[src/rtl/processor_fetch_queue.sv]
// Instruction fetch stage: keeps the IP, issues one-cycle-latency code reads and
// buffers returned words in a DEPTH-entry queue for decode. Optional FETCH_PERF_EN adds flush_count.
module processor_fetch_queue #(
  parameter int unsigned          ADDR_SIZE = 18,
  parameter int unsigned          WORD_SIZE = 18,
  parameter int unsigned          DEPTH     = 4,
  parameter logic [ADDR_SIZE-1:0] RESET_IP  = '0
) (
  input  logic                      clock,
  input  logic                      reset,
  input  logic                      halt,
  input  logic                      redirect,
  input  logic [ADDR_SIZE-1:0]      redirect_ip,
  output logic [ADDR_SIZE-1:0]      code_addr,
  output logic                      code_rd,
  input  logic [WORD_SIZE-1:0]      code_data,
  output logic                      out_valid,
  input  logic                      out_ready,
  output logic [ADDR_SIZE-1:0]      out_ip,
  output logic [ADDR_SIZE-1:0]      out_ip_plus_one,
  output logic [WORD_SIZE-1:0]      out_instr,
  output logic [$clog2(DEPTH):0]    queue_level
`ifdef FETCH_PERF_EN
  ,
  output logic [15:0]               flush_count
`endif
);

  localparam int unsigned PTR_W = $clog2(DEPTH);
  localparam int unsigned LVL_W = PTR_W + 1;
  localparam int unsigned INF_W = LVL_W + 1;

  typedef struct packed {
    logic [ADDR_SIZE-1:0] ip;
    logic [WORD_SIZE-1:0] instr;
  } entry_t;

  logic [ADDR_SIZE-1:0] r_ip;
  logic                 r_pend_v;
  logic [ADDR_SIZE-1:0] r_pend_ip;
  logic [PTR_W-1:0]     r_wr_ptr;
  logic [PTR_W-1:0]     r_rd_ptr;
  logic [LVL_W-1:0]     r_level;
  entry_t               r_mem [DEPTH];

  logic [ADDR_SIZE-1:0] w_addr;
  logic [INF_W-1:0]     w_inflight;
  logic                 w_issue;
  logic                 w_push;
  logic                 w_pop;
  logic                 w_valid;
  entry_t               w_head;

  // Read credit counts both queued entries and the read still in flight
  assign w_inflight = {1'b0, r_level} + INF_W'(r_pend_v);
  assign w_addr     = !reset ? RESET_IP : (redirect ? redirect_ip : r_ip);
  assign w_issue    = reset && !halt && (redirect || (w_inflight < INF_W'(DEPTH)));
  assign w_valid    = reset && (r_level != '0);
  assign w_push     = r_pend_v && !redirect;
  assign w_pop      = w_valid && out_ready;
  assign w_head     = r_mem[r_rd_ptr];

  assign code_addr       = w_addr;
  assign code_rd         = w_issue;
  assign out_valid       = w_valid;
  assign out_ip          = w_valid ? w_head.ip : '0;
  assign out_ip_plus_one = w_valid ? w_head.ip + ADDR_SIZE'(1) : '0;
  assign out_instr       = w_valid ? w_head.instr : '0;
  assign queue_level     = r_level;

  // Fetch pointer, pending stage and queue bookkeeping
  always_ff @(posedge clock or negedge reset) begin
    if (!reset) begin
      r_ip      <= RESET_IP;
      r_pend_v  <= 1'b0;
      r_pend_ip <= '0;
      r_wr_ptr  <= '0;
      r_rd_ptr  <= '0;
      r_level   <= '0;
    end else begin
      if (w_issue) begin
        r_pend_v  <= 1'b1;
        r_pend_ip <= w_addr;
        r_ip      <= w_addr + ADDR_SIZE'(1);
      end else begin
        r_pend_v <= 1'b0;
        if (redirect) r_ip <= redirect_ip;
      end
      if (redirect) begin
        r_wr_ptr <= '0;
        r_rd_ptr <= '0;
        r_level  <= '0;
      end else begin
        if (w_push) r_wr_ptr <= r_wr_ptr + PTR_W'(1);
        if (w_pop)  r_rd_ptr <= r_rd_ptr + PTR_W'(1);
        case ({w_push, w_pop})
          2'b10:   r_level <= r_level + LVL_W'(1);
          2'b01:   r_level <= r_level - LVL_W'(1);
          default: r_level <= r_level;
        endcase
      end
    end
  end

  always_ff @(posedge clock or negedge reset) begin
    if (!reset) begin
      for (int i = 0; i < int'(DEPTH); i++) r_mem[i] <= '0;
    end else if (w_push) begin
      r_mem[r_wr_ptr] <= '{ip: r_pend_ip, instr: code_data};
    end
  end

`ifdef FETCH_PERF_EN
  logic [15:0] r_flush;
  logic [16:0] w_flush_sum;

  // Discarded work per redirect, saturating
  assign w_flush_sum = {1'b0, r_flush} + 17'(r_level) + 17'(r_pend_v);
  assign flush_count = r_flush;

  always_ff @(posedge clock or negedge reset) begin
    if (!reset) begin
      r_flush <= '0;
    end else if (redirect) begin
      r_flush <= w_flush_sum[16] ? 16'hFFFF : w_flush_sum[15:0];
    end
  end
`endif

endmodule

[config.mk]
export PLATFORM = sky130hd
export DESIGN_NAME = processor_fetch_queue
export DESIGN_NICKNAME = d
export VERILOG_FILES = /design/src/rtl/processor_fetch_queue.sv
export SDC_FILE = /design/constraint.sdc
export NUM_CORES = 1
export LEC_CHECK = 0
export CELL_PAD_IN_SITES_DETAIL_PLACEMENT = 1
export CELL_PAD_IN_SITES_GLOBAL_PLACEMENT = 1
export CORE_ASPECT_RATIO = 0.6
export CORE_MARGIN = 8
export CORE_UTILIZATION = 29
export DETAILED_ROUTE_END_ITERATION = 10
export GPL_TIMING_DRIVEN = 0
export PLACE_DENSITY = 0.65
export SETUP_SLACK_MARGIN = 0.15
export SYNTH_ARGS = -nofsm -noshare
export SYNTH_HDL_FRONTEND = slang
export SYNTH_SLANG_ARGS = --single-unit
[constraint.sdc]
create_clock -name clock -period 3.2 [get_ports clock]
set_input_delay 0.96 -clock clock [delete_from_list [all_inputs] [get_ports clock]]
set_output_delay 0.96 -clock clock [all_outputs]
set_load 0.01 [all_outputs]
### Yosys cells after proc, flatten, opt, wreduce, memory -nomap -nowiden

Index checks and enable logic that the tools add are counted.

| word-level totals | value |
|---|---|
| bits in registers | 188 |
| input port bits | 41 |
| output and inout bits | 77 |
| logic and storage cells | 61 |

| operators by class | value |
|---|---|
| $add $sub $neg | 7 |
| order comparisons | 4 |
| equality and inequality tests | 2 |
| mux-type cells | 19 |
| bitwise gates (word level) | 2 |
| reduce and logical (&&, ||, !) cells | 13 |

Operators with widths:

| operator | number |
|---|---|
| 144-bit bitwise mux | 1 |
| 18-bit two-way mux | 6 |
| 36-bit two-way mux | 3 |
| 36-bit binary-select mux with 2-bit select | 1 |
| 36-bit demux with 2-bit select | 1 |
| 18-bit by 1-bit adder with 18-bit output, second input constant | 2 |
| 2-bit two-way mux | 4 |
| 3-bit greater-or-equal comparator, second input constant | 2 |
| 1-bit logical AND | 6 |
| 2-bit NOT with 3-bit output | 2 |
| 3-bit one-hot mux with 2 select lines | 1 |
| 3-bit nonzero test | 2 |
| 2-bit by 1-bit adder with 2-bit output, second input constant | 2 |
| 3-bit by 1-bit adder with 4-bit output | 1 |
| 4-bit by 3-bit less-than comparator with 1-bit output, second input constant | 1 |
| 2-bit nonzero test | 2 |
| 3-bit by 1-bit adder with 3-bit output, second input constant | 1 |
| 3-bit by 1-bit less-than comparator with 1-bit output, second input constant | 1 |
| 3-bit two-way mux | 1 |
| 3-bit by 1-bit subtractor with 3-bit output, second input constant | 1 |
| 2-bit by 1-bit == test with 1-bit output, second input constant | 1 |
| 2-bit == test, second input constant | 1 |
| 1-bit zero test | 2 |
| 1-bit logical OR | 1 |
| 1-bit two-way mux | 1 |

### Logic depth before layout (Yosys ltp)

Gate-level depths: netlist (run 1).

| logic depth | value |
|---|---|
| depth in word-level cells | 6 |
| depth in mapped cells | 9 |
| depth with buffers taken out | 7 |

### Least setup slack after synthesis (run 1)

No wires, ideal clock.

| timing | value |
|---|---|
| path type | input to output |
| start point | input port redirect |
| end point | output port code_addr[11] |
| arrival | 2.252 ns |
| data required time | 2.240 ns |
| path slack | -0.012 ns |
| stages on the path | 6 |
| path buffers | 4 |
| cells stage by stage | buf_4 -> buf_2 -> buf_2 -> clkbuf_1 -> a21oi_1 -> nor2_1 |

| on the way | value |
|---|---|
| longest elaborated chain between the ends | 2 |

RTL lines:

| what | RTL line | RTL |
|---|---|---|
| start: declaration | 12 | `input logic redirect,` |
| 18-bit two-way mux | -- |  |
| 18-bit two-way mux | 56 | `assign w_addr = !reset ? RESET_IP : (redirect ? redirect_ip : r_ip);` |
| end: declaration | 14 | `output logic [ADDR_SIZE-1:0] code_addr,` |

Every way passes these cells.

### Worst setup path in the final report (run 1)

| timing | value |
|---|---|
| start point | register r_rd_ptr[0] |
| end point | output port out_ip_plus_one[17] |

| on the way | value |
|---|---|
| longest elaborated chain between the ends | 6 |

RTL lines:

| what | RTL line | RTL |
|---|---|---|
| start: declaration | 42 | `logic [PTR_W-1:0] r_rd_ptr;` |
| start signal: assignment | 95 | `if (w_pop) r_rd_ptr <= r_rd_ptr + PTR_W'(1);` |
| 2-bit NOT with 3-bit output (not written as such) | 61 | `assign w_head = r_mem[r_rd_ptr];` |
| 36-bit binary-select mux with 2-bit select | 61 |  |
| 36-bit two-way mux (not written as such) (2 in a row) | 61 |  |
| 18-bit by 1-bit adder with 18-bit output | 67 | `assign out_ip_plus_one = w_valid ? w_head.ip + ADDR_SIZE'(1) : '0;` |
| 18-bit two-way mux | 67 |  |
| end: declaration | 20 | `output logic [ADDR_SIZE-1:0] out_ip_plus_one,` |

Every way passes these cells. The select of a mux whose other input is x is not followed.

==> results of run 1 <==
final cells by class:
| cell class | instances | area (sq um) |
|---|---|---|
| buffer | 38 | 420.4 |
| clock buffer | 21 | 470.5 |
| clock inverter | 11 | 187.7 |
| fill | 3154 | 17630 |
| inverter | 7 | 35.03 |
| multi-input combinational | 444 | 4604 |
| sequential | 188 | 4710 |
| tap | 416 | 520.5 |
| timing repair buffer | 222 | 2330 |
flip-flops by register name, indices dropped and copies added, names as in the netlist:
register	count
queue_level	3
r_mem	144
r_pend_ip	18
r_pend_v	1
r_rd_ptr	2
r_ip	18
r_wr_ptr	2
worst max-delay path by stage:
stage	startpoint	endpoint	slack (ns)	cells past startpoint
2_1_floorplan	r_rd_ptr[1]$_DFFE_PN0P_	out_ip_plus_one[17]	0.18	7
3_3_place_gp	reset	out_instr[5]	-8.57	8
3_5_place_dp	reset	out_instr[5]	-1.94	8
4_1_cts	r_rd_ptr[0]$_DFFE_PN0P_	out_ip_plus_one[17]	-0.49	8
5_1_grt	r_rd_ptr[0]$_DFFE_PN0P_	out_ip_plus_one[17]	-0.57	8
6_report	r_rd_ptr[0]$_DFFE_PN0P_	out_ip_plus_one[17]	-0.48	8
metrics by stage:
step                      power [mW]  cells  area, sq um  util (%)
after floorplan                3.989    677         9022         -
after global placement         4.595   1209        10700     34.64
after detailed placement       4.652   1210        10740     34.74
after CTS                      7.603   1311        12770     41.32
after global routing           8.142   1347        13280     42.96
final                          7.765   1347        13280     42.96
synth_stat cells, drive strengths merged (2+ instances only):
cell type,n,share of area [%]
nor3b,2,0.17
inv,6,0.25
nor3,10,0.55
mux2,147,18
xor2,11,1.1
nand2b,2,0.14
nand3b,4,0.33
mux4,36,9.1
and2,36,2.5
buf,11,0.75
a21oi,7,0.39
xnor2,20,1.9
mux2i,20,2.2
nand2,35,1.5
ha,6,0.83
dfrtp,188,52
nand4,6,0.49
nand3,10,0.75
or3,5,0.35
nor2b,3,0.21
nor2,42,1.7
o21ai,24,1.3
nor4,5,0.42
clkbuf,27,1.2
power by group through the flow:
stage               Sequential, mW  Combinational [mW]  Clock [mW]
finish                        3.11                2.27        2.39
detailed placement            3.12                1.53           0
CTS                           3.10                2.06        2.44
global placement              3.11                1.48           0
floorplan                     3.01               0.979           0
global route                  3.17                2.44        2.53
cells in the final DEF, fill, tap and decap left out, types with 7 or more instances in the layout:
cell type        netlist  routed
and2_4                 0      30
buf_12                 0      11
buf_2                  3      15
buf_4                  2      46
buf_6                  2      81
clkbuf_1              26      19
clkbuf_16              0      23
clkdlybuf4s50_1        0      40
dfrtp_1              188     184
dlygate4sd2_1          0      19
mux2_2               144     144
mux2i_4                0      16
mux4_2                34      36
nand2_1               35      31
nor2_1                42      39
nor3_1                10       7
o21ai_0               24      23
xnor2_1               20      19
xor2_1                11      11
timing repair:
item,in CTS,in global routing
gates cloned,7,0
buffers inserted,62,36
resized for setup,437,73
pin swaps,30,24
setup endpoints to repair,89,70
layer usage:
metal  vias to the layer above  GRT usage, %
met2                        98         22.73
met3                        27         3.711
met5                         -             0
li1                       2916             -
met4                         2         3.847
met1                      3347         22.08
kinds of logic after synthesis:
group	Yosys count	synth area share, %
compound gates	36	2.206
xor+xnor	31	3.011
fa+ha+maj	7	1.054
buf+inv	45	2.206
flops	188	52.16
mux	203	29.65
simple gates	167	9.712
==> run_results.csv, run 1 <==
group,metric,value,unit
status,status,"finished, violations left",
status,failed_checks,"setup timing",
timing,clock_skew,0.008096,ns
final_layout,layout.nets,966,
power_and_ir_drop,p_int,5.590,mW
timing,finalCritPeriodShare,114.9,%
logic_synthesis,syn_area,9019,sq um
setup_path,cp.buffers_inverters,3,
route,drt_iter0_drc,264,
power_and_ir_drop,ir_drop,0.2837,mV
logic_synthesis,synthArstFlopShare,100.0,%
power_and_ir_drop,combPwrFrac,29.2,%
timing,period_minus_slack,3.677,ns
grt,grt_max_degree,58,
route,wl_met3,1274,microns
setup_path,r2r-end,"r_mem[105]$_DFFE_PN0P_",
route,highest_layer,"met5",
logic_synthesis,synth-seq-cells,188,
timing,worstMarginPinSlew,0.7469,ns
timing,setup_tns,-8.337,ns
floorplanning,rows,50,
setup_path,r2r-start,"r_pend_v$_DFF_PN0_",
timing,drv_slew,0,
clocking,clkSlewWorstSetupHoldPaths,0.07,ns
final_layout,syn_to_final_growth,47.22,%
clocking,cts.root.buffer_cell,"clkbuf_16",
route,met2_wirelength,12780,microns
timing,worst_slack,-0.4765,ns
setup_path,crit_chain,"buf_12 -> mux4_2 -> buf_6 -> nand3_4 -> or3_4 -> or4_4 -> nand2_2 -> buf_6",
setup_path,reg2reg_depth,6,
setup_path,r2r_setup_slack,0.66,ns
logic_synthesis,synth-seq-area-share,52.16,%
power_and_ir_drop,switchingPower,2.175,mW
run,maxCapViolations,0,
timing,finalSetupViolations,36,
timing,rsz0062_at_grt,"true",
power_and_ir_drop,p_per_area,584.8,nW/um^2
logic_synthesis,synth.avg_cell_area,13.32,sq um
setup_path,required,2.24,ns
grt,grt_pass1_vias,7082,
placed_design,portBuffers,116,
logic_synthesis,yosys_warnings,0,
clocking,clock_path_buffers,2,
grt,grt_use_total,15.31,%
hold_path,hold_path.class,"in -> async",
placed_design,dp_hpwl,17960,microns
route,dr.pass1.iters,4,
clocking,cts_tree,"built",
floorplanning,io_pins,118,
logic_synthesis,synth_edf_count,0,
setup_path,cp-start-kind,"flop",
power_and_ir_drop,p_leak,5.968,nW
logic_synthesis,synth_cell_types,48,
logic_synthesis,synth_ff_type,"dfrtp_1",
setup_path,arrival,2.72,ns
grt,grt_pass1_wl,44260,microns
timing,whs,0.3411,ns
setup_path,end_kind,"output pin",
setup_path,cpMostUsedCell,"buf_6",
placed_design,pre_cts_ws,-1.940,ns
clocking,htree_levels,4,
clocking,holdBufCountCts,0,
route,routed_wl,28330,microns
setup_path,crit_family,"simple AND/OR/NAND/NOR gates",
power_and_ir_drop,p_clk_share,30.8,%
floorplanning,design.core.area,30900,sq um
setup_path,cpPeakStageDelay,0.46,ns
grt,grt_antenna_before_repair,1,
logic_synthesis,syn_inst,677,
route,vias,6390,
floorplanning,die_height,152.6,microns
logic_synthesis,syn_nets,725,
timing,max_freq,0.2720,GHz
grt,gr-total-overflow,0,
clocking,cts_buffers,17,
route,wl_per_cell,21.03,microns
floorplanning,start_util,29.18,%
placed_design,place_congestion,0.7308,
floorplanning,die_x,243.7,microns
clocking,worstSkewPairLatency,0.44,ns
timing,hold_violations,0,
route,antenna_left,0,
final_layout,drive_gt1_share,51.88,%
power_and_ir_drop,seqPwrFrac,40.0,%
setup_path,critPathMaxFanout,5,
setup_path,cp_slowest_cell,"dfrtp_2",
route,m1WireLength,13920,microns
setup_path,worstSetupPathType,"reg -> out",
power_and_ir_drop,power.share.switching,28.02,%
floorplanning,die_area,37180,sq um
final_layout,diodes,0,
clocking,cts_num_sinks,188,
route,drc,0,
route,viasPerCell,4.744,
timing,relSlewSlack,50.21,%
Note: power is estimated with default switching activity, not from simulation.
==> run 2, diff against run 1 <==
Settings changed: GPL_ROUTABILITY_DRIVEN from default to 0.
==> results of run 2 <==
Final layout, timing and power as in run 1 (identical DEF).
==> run 3, diff against run 2 <==
Settings changed: CORE_ASPECT_RATIO 0.6 to default, SLEW_MARGIN from default to 15.
==> run 3 against run 2 <==
The flow still finishes with violations (setup timing). Critical path type unchanged. Fmax down 0.72%. Clock power fell by 9.2%. Largest power group unchanged. Utilization rose by 0.43 points.
==> run_results.csv, run 3 (same netlist as run 1, synthesis figures left out) <==
group,metric,value,unit
setup_path,required,2.24,ns
timing,setup_tns,-7.101,ns
route,dr.pass1.iters,4,
setup_path,cp.buffers_inverters,4,
status,status,"finished, violations left",
clocking,cts.root.buffer_cell,"clkbuf_16",
timing,whs,0.4512,ns
timing,worstMarginPinSlew,0.8677,ns
timing,max_freq,0.2700,GHz
final_layout,reg_top3,"r_mem (144), r_ip (18), r_pend_ip (18)",
route,drc,0,
power_and_ir_drop,p_per_area,571.4,nW/um^2
power_and_ir_drop,p_leak,5.992,nW
final_layout,drive_gt1_share,53.10,%
floorplanning,die_area,37000,sq um
setup_path,cp_slowest_cell,"mux4_2",
power_and_ir_drop,p_total,7.584,mW
placed_design,dp_hpwl,17410,microns
route,viasPerCell,4.840,
hold_path,hold_path.class,"in -> async",
grt,grt_antenna_before_repair,0,
run,maxCapViolations,0,
route,routed_wl,28520,microns
floorplanning,start_util,29.48,%
power_and_ir_drop,combPwrFrac,30.6,%
timing,drv_slew,0,
power_and_ir_drop,seqPwrFrac,40.8,%
floorplanning,io_pins,118,
timing,rsz0062_at_grt,"true",
placed_design,portBuffers,116,
floorplanning,die_x,192.4,microns
setup_path,worstSetupPathType,"reg -> out",
clocking,holdBufCountCts,0,
status,failed_checks,"setup timing",
final_layout,syn_to_final_growth,47.17,%
timing,period_minus_slack,3.703,ns
floorplanning,rows,64,
final_layout,diodes,0,
power_and_ir_drop,power.share.switching,30.41,%
power_and_ir_drop,switchingPower,2.307,mW
timing,worst_slack,-0.5033,ns
final_layout,layout_common_cells,"dfrtp_1 (185), mux2_2 (144), buf_6 (81), buf_4 (52), clkdlybuf4s50_1 (39)",
final_layout,layout_commonest_cell,"dfrtp_1",
clocking,clock_path_buffers,2,
setup_path,critPathMaxFanout,5,
final_layout,postLayoutCellArea,13270,sq um
grt,gr-total-overflow,0,
route,antenna_left,0,
timing,finalSetupViolations,37,
timing,finalCritPeriodShare,115.7,%
route,vias,6447,
grt,grt_use_total,15.79,%
final_layout,regMostFlops,"r_mem",
clocking,cts_num_sinks,188,
timing,hold_violations,0,
placed_design,pre_cts_ws,-1.825,ns
floorplanning,design.core.area,30590,sq um
route,wl_per_cell,21.41,microns
timing,relSlewSlack,42.16,%
clocking,clkSlewWorstSetupHoldPaths,0.08,ns
setup_path,cpPeakStageDelay,0.60,ns
grt,grt_pass1_vias,7324,
setup_path,crit_family,"multiplexers",
setup_path,arrival,2.74,ns
grt,grt_max_degree,37,
clocking,cts_buffers,17,
final_layout,layout.nets,971,
placed_design,place_area,10740,sq um
final_layout,largest_reg_flops,144,
power_and_ir_drop,ir_drop,0.3328,mV
power_and_ir_drop,p_clk_share,28.6,%
route,drt_iter0_drc,274,
grt,grt_pass1_wl,44810,microns
clocking,htree_levels,4,
timing,clock_skew,0.01969,ns
clocking,worstSkewPairLatency,0.45,ns
clocking,cts_tree,"built",
setup_path,cp-start-kind,"flop",
power_and_ir_drop,p_int,5.278,mW
setup_path,end_kind,"output pin",
setup_path,crit_chain,"buf_12 -> mux4_2 -> ha_4 -> nand2_4 -> nor3_4 -> buf_4 -> buf_6 -> xnor2_2 -> nor2_1 -> buf_2",
floorplanning,die_height,192.4,microns
==> run 3: changes by cell type in the layout (fill, tap and decap cells not counted), moves of 4 or more <==
| cell | before | now |
|---|---|---|
| buf_4 | 46 | 52 |
| dlygate4sd2_1 | 19 | 13 |
| buf_12 | 11 | 6 |
| buf_8 | 6 | 11 |
| clkbuf_2 | 6 | 1 |
| buf_2 | 15 | 19 |
| bufinv_16 | 5 | 1 |
| clkinv_2 | 5 | 1 |
| inv_6 | 2 | 6 |
==> run 3: per-stage QoR <==
step / std cells / util (%)
floorplan: 677 / -
global placement: 1189 / 34.91
detailed placement: 1191 / 35.11
CTS: 1307 / 41.88
global route: 1332 / 43.39
finish: 1332 / 43.39
==> run 3: what timing repair did <==
action	CTS	global route
resized for setup	479	66
gates cloned	9	1
setup buffers	76	24
setup endpoints to repair	82	69
pin swaps	40	26
==> run 3: power groups by stage <==
stage | Clock [mW] | Sequential, mW | Combinational, mW
final | 2.17 | 3.10 | 2.32
after global routing | 2.31 | 3.15 | 2.49
after CTS | 2.21 | 3.08 | 2.13
after detailed placement | 0 | 3.11 | 1.53
after global placement | 0 | 3.10 | 1.49
after floorplan | 0 | 3.01 | 0.979
==> run 3: worst paths after layout <==
check / cells after the start / endpoint / startpoint / slack [ns]
min reg2reg: 1 / r_mem[53]$_DFFE_PN0P_ / r_mem[53]$_DFFE_PN0P_ / 0.50
min: 1 / r_mem[7]$_DFFE_PN0P_ / reset / 0.45
max in group asynchronous: 3 / r_mem[105]$_DFFE_PN0P_ / reset / 2.10
max reg2reg: 6 / r_mem[93]$_DFFE_PN0P_ / r_pend_v$_DFF_PN0_ / 0.61
max: 10 / out_ip_plus_one[10] / r_rd_ptr[0]$_DFFE_PN0P_ / -0.50
min in group clock: 1 / r_mem[53]$_DFFE_PN0P_ / r_mem[53]$_DFFE_PN0P_ / 0.50
==> run 3: layout make-up <==
type | count | area (sq um)
fillers | 3170 | 17320
clock inverters | 15 | 177.7
repair buffers | 228 | 2394
inverters | 7 | 30.03
clock buffers | 17 | 425.4
plain buffers | 37 | 396.6
well taps | 396 | 495.5
multi-input cells | 444 | 4646
flip-flops and latches | 188 | 4708
==> run 3: routing by layer <==
metal | vias up | track usage (%) | wire [microns]
li1 | 2919 | - | -
met1 | 3398 | 20.80 | 13030
met2 | 109 | 26.41 | 14150
met3 | 21 | 3.162 | 1076
met4 | 0 | 3.702 | 252
met5 | - | 0 | 0
